<file path="config.mk">
export PLATFORM = sky130hd
export DESIGN_NAME = fpu_result_uart_tx
export DESIGN_NICKNAME = d
export VERILOG_FILES = /design/src/rtl/fpu_result_uart_tx.sv
export SDC_FILE = /design/constraint.sdc
export NUM_CORES = 1
export LEC_CHECK = 0
export CAP_MARGIN = 20
export CORE_MARGIN = 1.5
export CORE_UTILIZATION = 59
export CTS_CLUSTER_DIAMETER = 30
export DETAILED_ROUTE_END_ITERATION = 10
export PLACE_DENSITY = 0.85
export SLEW_MARGIN = 20
export SYNTH_ARGS = -nofsm -noshare
export SYNTH_HDL_FRONTEND = slang
export SYNTH_SLANG_ARGS = --single-unit
export TNS_END_PERCENT = 5
</file>
<file path="constraint.sdc">
create_clock -name clk -period 3.9 [get_ports clk]
set_input_delay 0.39 -clock clk [delete_from_list [all_inputs] [get_ports clk]]
set_output_delay 0.39 -clock clk [all_outputs]
set_load 0.03 [all_outputs]
</file>
<file path="src/rtl/fpu_result_uart_tx.sv">
// FPU result return path: a small FIFO of 16-bit results, each sent as two UART frames, low byte first.
// Define FPU_TX_PARITY_EN to insert an even-parity bit after the data bits of every frame.
module fpu_result_uart_tx #(
    parameter int FIFO_DEPTH = 4,
    parameter int FIFO_AW    = 2
) (
    input  logic        clk,
    input  logic        rst_l,
    input  logic [15:0] CLKS_PER_BIT,
    input  logic        result_valid,
    input  logic [15:0] result_data,
    output logic        result_ready,
    output logic        o_Tx_Serial,
    output logic        o_Tx_Active,
    output logic        o_Tx_Done,
    output logic        fifo_overflow
);

    localparam logic [2:0] ST_IDLE   = 3'd0;
    localparam logic [2:0] ST_START  = 3'd1;
    localparam logic [2:0] ST_DATA   = 3'd2;
`ifdef FPU_TX_PARITY_EN
    localparam logic [2:0] ST_PARITY = 3'd3;
`endif
    localparam logic [2:0] ST_STOP   = 3'd4;

    localparam logic [FIFO_AW:0] DEPTH_CNT = (FIFO_AW + 1)'(FIFO_DEPTH);

    logic [15:0]        fifo_mem [FIFO_DEPTH];
    logic [FIFO_AW-1:0] wr_ptr;
    logic [FIFO_AW-1:0] rd_ptr;
    logic [FIFO_AW:0]   count;
    logic               full;
    logic               empty;
    logic               push;
    logic               pop;

    logic [2:0]  state;
    logic [15:0] hold;
    logic        byte_sel;
    logic [2:0]  bit_idx;
    logic [15:0] baud_cnt;
    logic [15:0] bit_len;
    logic [15:0] cpb_eff;
    logic        bit_end;
    logic [7:0]  cur_byte;
    logic        line_next;
    logic        done_next;

    assign full         = (count == DEPTH_CNT);
    assign empty        = (count == '0);
    assign result_ready = !full;
    assign push         = result_valid && !full;
    assign pop          = (state == ST_IDLE) && !empty;

    assign cpb_eff  = (CLKS_PER_BIT == 16'd0) ? 16'd1 : CLKS_PER_BIT;
    assign bit_end  = (baud_cnt == bit_len - 16'd1);
    assign cur_byte = byte_sel ? hold[15:8] : hold[7:0];

    always_ff @(posedge clk) begin
        if (push) begin
            fifo_mem[wr_ptr] <= result_data;
        end
    end

    // Pointers wrap naturally because the depth is a power of two.
    always_ff @(posedge clk or negedge rst_l) begin
        if (!rst_l) begin
            wr_ptr        <= '0;
            rd_ptr        <= '0;
            count         <= '0;
            fifo_overflow <= 1'b0;
        end else begin
            if (push) begin
                wr_ptr <= wr_ptr + 1'b1;
            end
            if (pop) begin
                rd_ptr <= rd_ptr + 1'b1;
            end
            case ({push, pop})
                2'b10:   count <= count + 1'b1;
                2'b01:   count <= count - 1'b1;
                default: count <= count;
            endcase
            if (result_valid && full) begin
                fifo_overflow <= 1'b1;
            end
        end
    end

    always_ff @(posedge clk or negedge rst_l) begin
        if (!rst_l) begin
            baud_cnt <= '0;
        end else if (state == ST_IDLE || bit_end) begin
            baud_cnt <= '0;
        end else begin
            baud_cnt <= baud_cnt + 16'd1;
        end
    end

    // Bit length is sampled only when a byte starts, so CLKS_PER_BIT never changes mid-byte.
    always_ff @(posedge clk or negedge rst_l) begin
        if (!rst_l) begin
            state    <= ST_IDLE;
            hold     <= '0;
            byte_sel <= 1'b0;
            bit_idx  <= '0;
            bit_len  <= 16'd1;
        end else begin
            case (state)
                ST_IDLE: begin
                    if (!empty) begin
                        hold     <= fifo_mem[rd_ptr];
                        byte_sel <= 1'b0;
                        bit_len  <= cpb_eff;
                        state    <= ST_START;
                    end
                end
                ST_START: begin
                    if (bit_end) begin
                        bit_idx <= '0;
                        state   <= ST_DATA;
                    end
                end
                ST_DATA: begin
                    if (bit_end) begin
                        if (bit_idx == 3'd7) begin
`ifdef FPU_TX_PARITY_EN
                            state <= ST_PARITY;
`else
                            state <= ST_STOP;
`endif
                        end else begin
                            bit_idx <= bit_idx + 3'd1;
                        end
                    end
                end
`ifdef FPU_TX_PARITY_EN
                ST_PARITY: begin
                    if (bit_end) begin
                        state <= ST_STOP;
                    end
                end
`endif
                ST_STOP: begin
                    if (bit_end) begin
                        if (!byte_sel) begin
                            byte_sel <= 1'b1;
                            bit_len  <= cpb_eff;
                            state    <= ST_START;
                        end else begin
                            state <= ST_IDLE;
                        end
                    end
                end
                default: state <= ST_IDLE;
            endcase
        end
    end

    always_comb begin
        line_next = 1'b1;
        case (state)
            ST_START:  line_next = 1'b0;
            ST_DATA:   line_next = cur_byte[bit_idx];
`ifdef FPU_TX_PARITY_EN
            ST_PARITY: line_next = ^cur_byte;
`endif
            default:   line_next = 1'b1;
        endcase
    end

    assign done_next = (state == ST_STOP) && bit_end && byte_sel;

    // Outputs are registered together so line, active and done stay cycle-aligned.
    always_ff @(posedge clk or negedge rst_l) begin
        if (!rst_l) begin
            o_Tx_Serial <= 1'b1;
            o_Tx_Active <= 1'b0;
            o_Tx_Done   <= 1'b0;
        end else begin
            o_Tx_Serial <= line_next;
            o_Tx_Active <= (state != ST_IDLE);
            o_Tx_Done   <= done_next;
        end
    end

endmodule

</file>
# After elaboration in Yosys (flattened, before gate mapping)
# Memory sizes are Yosys's and may differ from the RTL's. A register that Yosys moved wholly into a read port is not among the register bits.
# Index checks and enable logic that the tools add are counted.
dict set report classes {
  n_addsub 7
  magnitude_cmp 1
  n_eq_ne 15
  n_mux 27
  bitwise 1
  n_reduce_logical 21
}
# operator n
set ops {}
lappend ops {{two-way mux 16 bit} 5}
lappend ops {{case mux 16 bit (2 select lines)} 1}
lappend ops {{two-way mux 3 bit} 8}
lappend ops {{adder 16 x 1 -> 16 bit, second input constant} 1}
lappend ops {{== test 16 bit} 1}
lappend ops {{zero test 16 bit} 1}
lappend ops {{subtractor 16 x 1 -> 16 bit, second input constant} 1}
lappend ops {{!= test 2 bit, second input constant} 7}
lappend ops {{case mux 3 bit (2 select lines)} 2}
lappend ops {{case mux 3 bit (4 select lines)} 1}
lappend ops {{== test 3 bit, second input constant} 3}
lappend ops {{two-way mux 8 bit} 1}
lappend ops {{AND reduction 4 bit} 2}
lappend ops {{adder 3 x 1 -> 3 bit, second input constant} 2}
lappend ops {{zero test 3 bit} 2}
lappend ops {{two-way mux 1 bit} 6}
lappend ops {{nonzero test 2 bit} 3}
lappend ops {{logical AND 1 bit} 5}
lappend ops {{AND reduction 5 bit} 1}
lappend ops {{adder 2 x 1 -> 2 bit, second input constant} 2}
lappend ops {{less-than comparator 3 x 4 -> 1 bit, second input constant} 1}
lappend ops {{case mux 1 bit (2 select lines)} 2}
lappend ops {{binary-select mux 1 bit (select 3 bit)} 1}
lappend ops {{== test 3 x 1 -> 1 bit, second input constant} 1}
lappend ops {{10 further kinds} 12}
dict set report totals {
  regBits 50
  ramBits 64
  output_inout_bits 5
  word_cells 85
  n_memories 1
}
# memory words width rd rd_clocked_by_memory_dff wr line_no
set memory_table {}
lappend memory_table {fifo_mem 4 16 1 1 1 29} ;# logic [15:0] fifo_mem [FIFO_DEPTH];

# Longest topological paths before layout
dict set report depth {
  depth_word 5
  mapped_depth 11
}

# Worst setup path after synthesis
# No wires, ideal clock.
dict set report synth_path {
  kind {reg-to-reg}
  from {register bit_len[0]}
  to {register bit_len[10]}
  setup_time_ns 0.125
  arrival_ns 2.782
  slack_ns 0.993
  path_stages_with_launch 12
  cell_sequence {dfstp_2 > inv_1 > ha_1 > clkbuf_1 > nor2b_1 > or3_1 > a31oi_1 > and4_1 > nand4b_4 > o21ai_4 > buf_8 > mux2_4}
}
dict set report synth_via {
  elab_chain_len 4
}
# item line_no
set synth_rtl {}
lappend synth_rtl {{from (decl)} 43} ;# logic [15:0] bit_len;
lappend synth_rtl {{from (signal assigned)} 115} ;# bit_len <= cpb_eff;
lappend synth_rtl {{from (signal assigned)} 149} ;# bit_len <= cpb_eff;
lappend synth_rtl {{subtractor 16 x 1 -> 16 bit} 57} ;# assign bit_end = (baud_cnt == bit_len - 16'd1);
lappend synth_rtl {{== test 16 bit} 57}
lappend synth_rtl {{!= test 2 bit (no source line)} -}
lappend synth_rtl {{AND reduction 4 bit (no source line)} -}
# No other way between the ends.
# A chain may end at the register's enable or synchronous reset.

# Worst setup path in the final report
dict set report layout_path {
  from {register bit_len[0]}
  to {register bit_len[3]}
}
# Same word-level chain as after synthesis.

==> summary.md <==
| Metric | Value |
|---|---|
| Count of final hold-check violations | 0 |
| CP Class | flop to flop |
| Chip width | 104.2 um |
| Combinational Power Share | 0.160 |
| Via count | between 3,000 and 4,000 |
| CTS resizes | 0 |
| Worst-Margin Slew | 0.8753 ns |
| Cell Int Power | 2943 uW |
| R2R Setup Slk | 0.59 ns |
| Max VDD drop | 0.4341 mV |
| Rows | 36 |
| GPL Wtd Cong | 0.8664 |
| Total of max-cap violations | 0 |
| Initial Utilization | 0.6130 |
| Synthesized cell area | 0.006047 sq mm |
| Pleak | 0.002701 uW |
| Sequential area share after synthesis | 0.5914 |
| Vias per cell | 5.958 |
| Slowest stage delay, CP | 0.64 ns |
| Area growth syn-to-layout | 17.34% |
| Synth async-reset ratio | 0.5077 |
| Bufs on Longest Clock Path | 2 |
| Initial antenna violation count | 0 |
| HPWL Detailed | 7474 um |
| Die height | around 100 um |
| Net switching power | 1064 uW |
| Worst skew pair latency | 0.52 ns |
| Critical Path AT | 3.72 ns |
| CTS clk-pin slew, worst paths | around 0.060 ns |
| CP bufs+invs | 1 |
| Clock Sinks | 130 |
| Slew Viols, Final | 0 |
| TritonCTS clock tree | built |
| Root Driver | clkbuf_8 |
| CP required | between 4 and 5 ns |
| Worst Skew | 0.007713 ns |
| Share of layout cells above drive strength 1 | 0.1971 |
| # diodes | 0 |
| Final Setup Violations | 0 |
| Crit path max-delay cell type | o21ai_4 |
| Starting DRT DRC Count | 226 |
| YS warnings | 0 |
| CP Cell Sequence | inv_1 > ha_1 > nor2b_1 > or3_1 > a31oi_1 > and4_1 > nand4b_4 > o21ai_4 > mux2_2 |
| Worst slew margin | 0.4165 |
| Setup TNS | 0 ns |
| Routed Antenna Nets | 0 |
| Setup bufs post-CTS | 0 |
| Synth Instances | ~420 |
| Port Buffers | 39 |
| Post-Route WL | 11,390 um |
| Hold Path Class | flop to flop |
| Pwr dens | 564.8 mW/mm^2 |
| Drt wl/cell | 18.51 um |
| CP max FO | 17 |
| CP Capture Type | flop |
| Inserted Clock Buffers | 17 |
| IO Count | 40 |
| First-pass GRT wire length | 19,170 um |
| CTS H-Tree Depth | 4 |
| Synth Area per Inst | 14.26 sq um |
| Vias in the first global route | 3,818 |
| Post-synth EDFFs | 64 |
| DIE AREA | ~0.011 sq mm |
| Clock power share | 0.366 |
| Predominant post-synthesis flop cell | edfxtp_1 |
| Switching share of power | 0.2655 |
| GRT overflow | 0 |
| Peak Freq | approximately 300 MHz |
| Yosys reg bits | 130 |
| Final Util | 0.7193 |
| CP delay by family, top | simple AND/OR/NAND/NOR gates |
| Status | complete, no violations |
| Core ar. | between 0.009 and 0.01 sq mm |
| Post-route DRC | 0 |
| Unrepaired setup endpoints after global routing | false |
| DR pass1 iterations | 5 |
| Minimum clock period | about 3.3 ns |
| GRT Util Overall | 0.2348 |
| Post-Syn Nets | 469 |
| Yosys cell types | 61 |
| Largest net degree at the start of global routing | 40 |
| Reg power frac | 0.474 |
| Post-route clock period utilization | 0.8482 |
| Crit start category | flop |
| Post-layout net count | 514 |
[repair_timing]
item | 4_1_cts | 5_1_grt
hold buffers | 1 | 0
hold endpoints to repair | 38 | 0
endpoints found under the setup margin | 0 | 0
[layout make-up]
type	instances	area (sq um)
Fill cell	608	2769
Clock inverter	9	110.1
Timing Repair Buffer	42	410.4
Tap cell	133	166.4
Sequential cell	130	3577
Clock buffer	23	436.7
Multi-Input combinational cell	268	2357
Inverter	10	37.54
[power by group through the flow]
stage          Clock [uW]  Combinational, uW  Sequential, uW
2_1_floorplan           0                511            1820
3_3_place_gp            0                610            1910
3_5_place_dp            0                638            1920
4_1_cts              1500                655            1900
5_1_grt              1560                707            1930
6_report             1470                642            1900
[cells in the final DEF, fill, tap and decap left out, types with 6 or more instances in the layout]
master and instances:
nor2b_1 10, mux2_2 24, mux4_2 21, clkbuf_16 16
xnor2_1 19, nand3_1 11, and3_1 11, xor2_1 19
ha_1 9, inv_1 10, nor2_1 32, nand2_1 15
clkdlybuf4s50_1 38, mux2_4 8, o21ai_0 10, dfrtp_1 63
edfxtp_1 64, nor3_1 8, nor4_1 7, clkbuf_1 6
[cell families after synthesis]
group	Yosys count	synth area share
AO/OA/AOI/OAI	45	0.05546
XOR/XNOR	38	0.05504
adder cells (fa/ha/maj)	10	0.02193
buffers and inverters	26	0.01883
flip-flops	130	0.5914
multiplexers	57	0.1494
AND/OR/NAND/NOR	118	0.1080
[final timing paths]
kind	startpoint	cells past startpoint	end
max	bit_len[0]	9	bit_len[3]
min	fifo_overflow	1	fifo_overflow
max reg2reg	bit_len[0]	9	bit_len[3]
min reg2reg	fifo_overflow	1	fifo_overflow
max in group asynchronous	rst_l	3	bit_len[0]
min in group asynchronous	rst_l	2	hold[8]
[flip-flops by register name, indices dropped and copies added, names as in the netlist]
signal,count
fifo_mem,64
baud_cnt,16
bit_len,16
hold,16
bit_idx,3
count,3
state,3
rd_ptr,2
wr_ptr,2
byte_sel,1
fifo_overflow,1
o_Tx_Active,1
o_Tx_Done,1
o_Tx_Serial,1
[through the flow]
step | area [sq um] | hold slack, ns | setup slack (ns) | instances | power [uW]
floorplan | 6047 | 0.09441 | 0.9933 | 424 | 2332
global placement | 6538 | 0.4522 | 0.7318 | 582 | 2516
detailed placement | 6538 | 0.4542 | 0.6599 | 582 | 2559
CTS | 7094 | 0.4671 | 0.6112 | 615 | 4048
global route | 7096 | 0.4884 | 0.3888 | 615 | 4192
finish | 7096 | 0.4642 | 0.5919 | 615 | 4007
[cells in the mapped netlist (7+ instances only)]
library cell	instances	area, sq um
clkbuf_1	7	26.28
mux4_2	21	473.0
xor2_1	19	166.4
nand2_1	15	56.30
mux2_4	8	120.1
nor3_1	8	40.04
nand3_1	11	55.05
mux2_2	24	270.3
and3_1	11	68.82
o21ai_0	10	50.05
nor2_1	32	120.1
nor2b_1	10	62.56
ha_1	9	112.6
inv_1	10	37.54
dfrtp_1	64	1602
nor4_1	7	43.79
edfxtp_1	64	1922
xnor2_1	19	166.4
[routing by layer]
layer	GRT usage	share of wire	vias to the layer above
li1	-	-	1686
met1	0.2905	0.41	1855
met2	0.3884	0.52	100
met3	0.07143	0.048	23
met4	0.09425	0.019	0
met5	0	0	-
No activity file was read; power rests on OpenSTA's default activity.
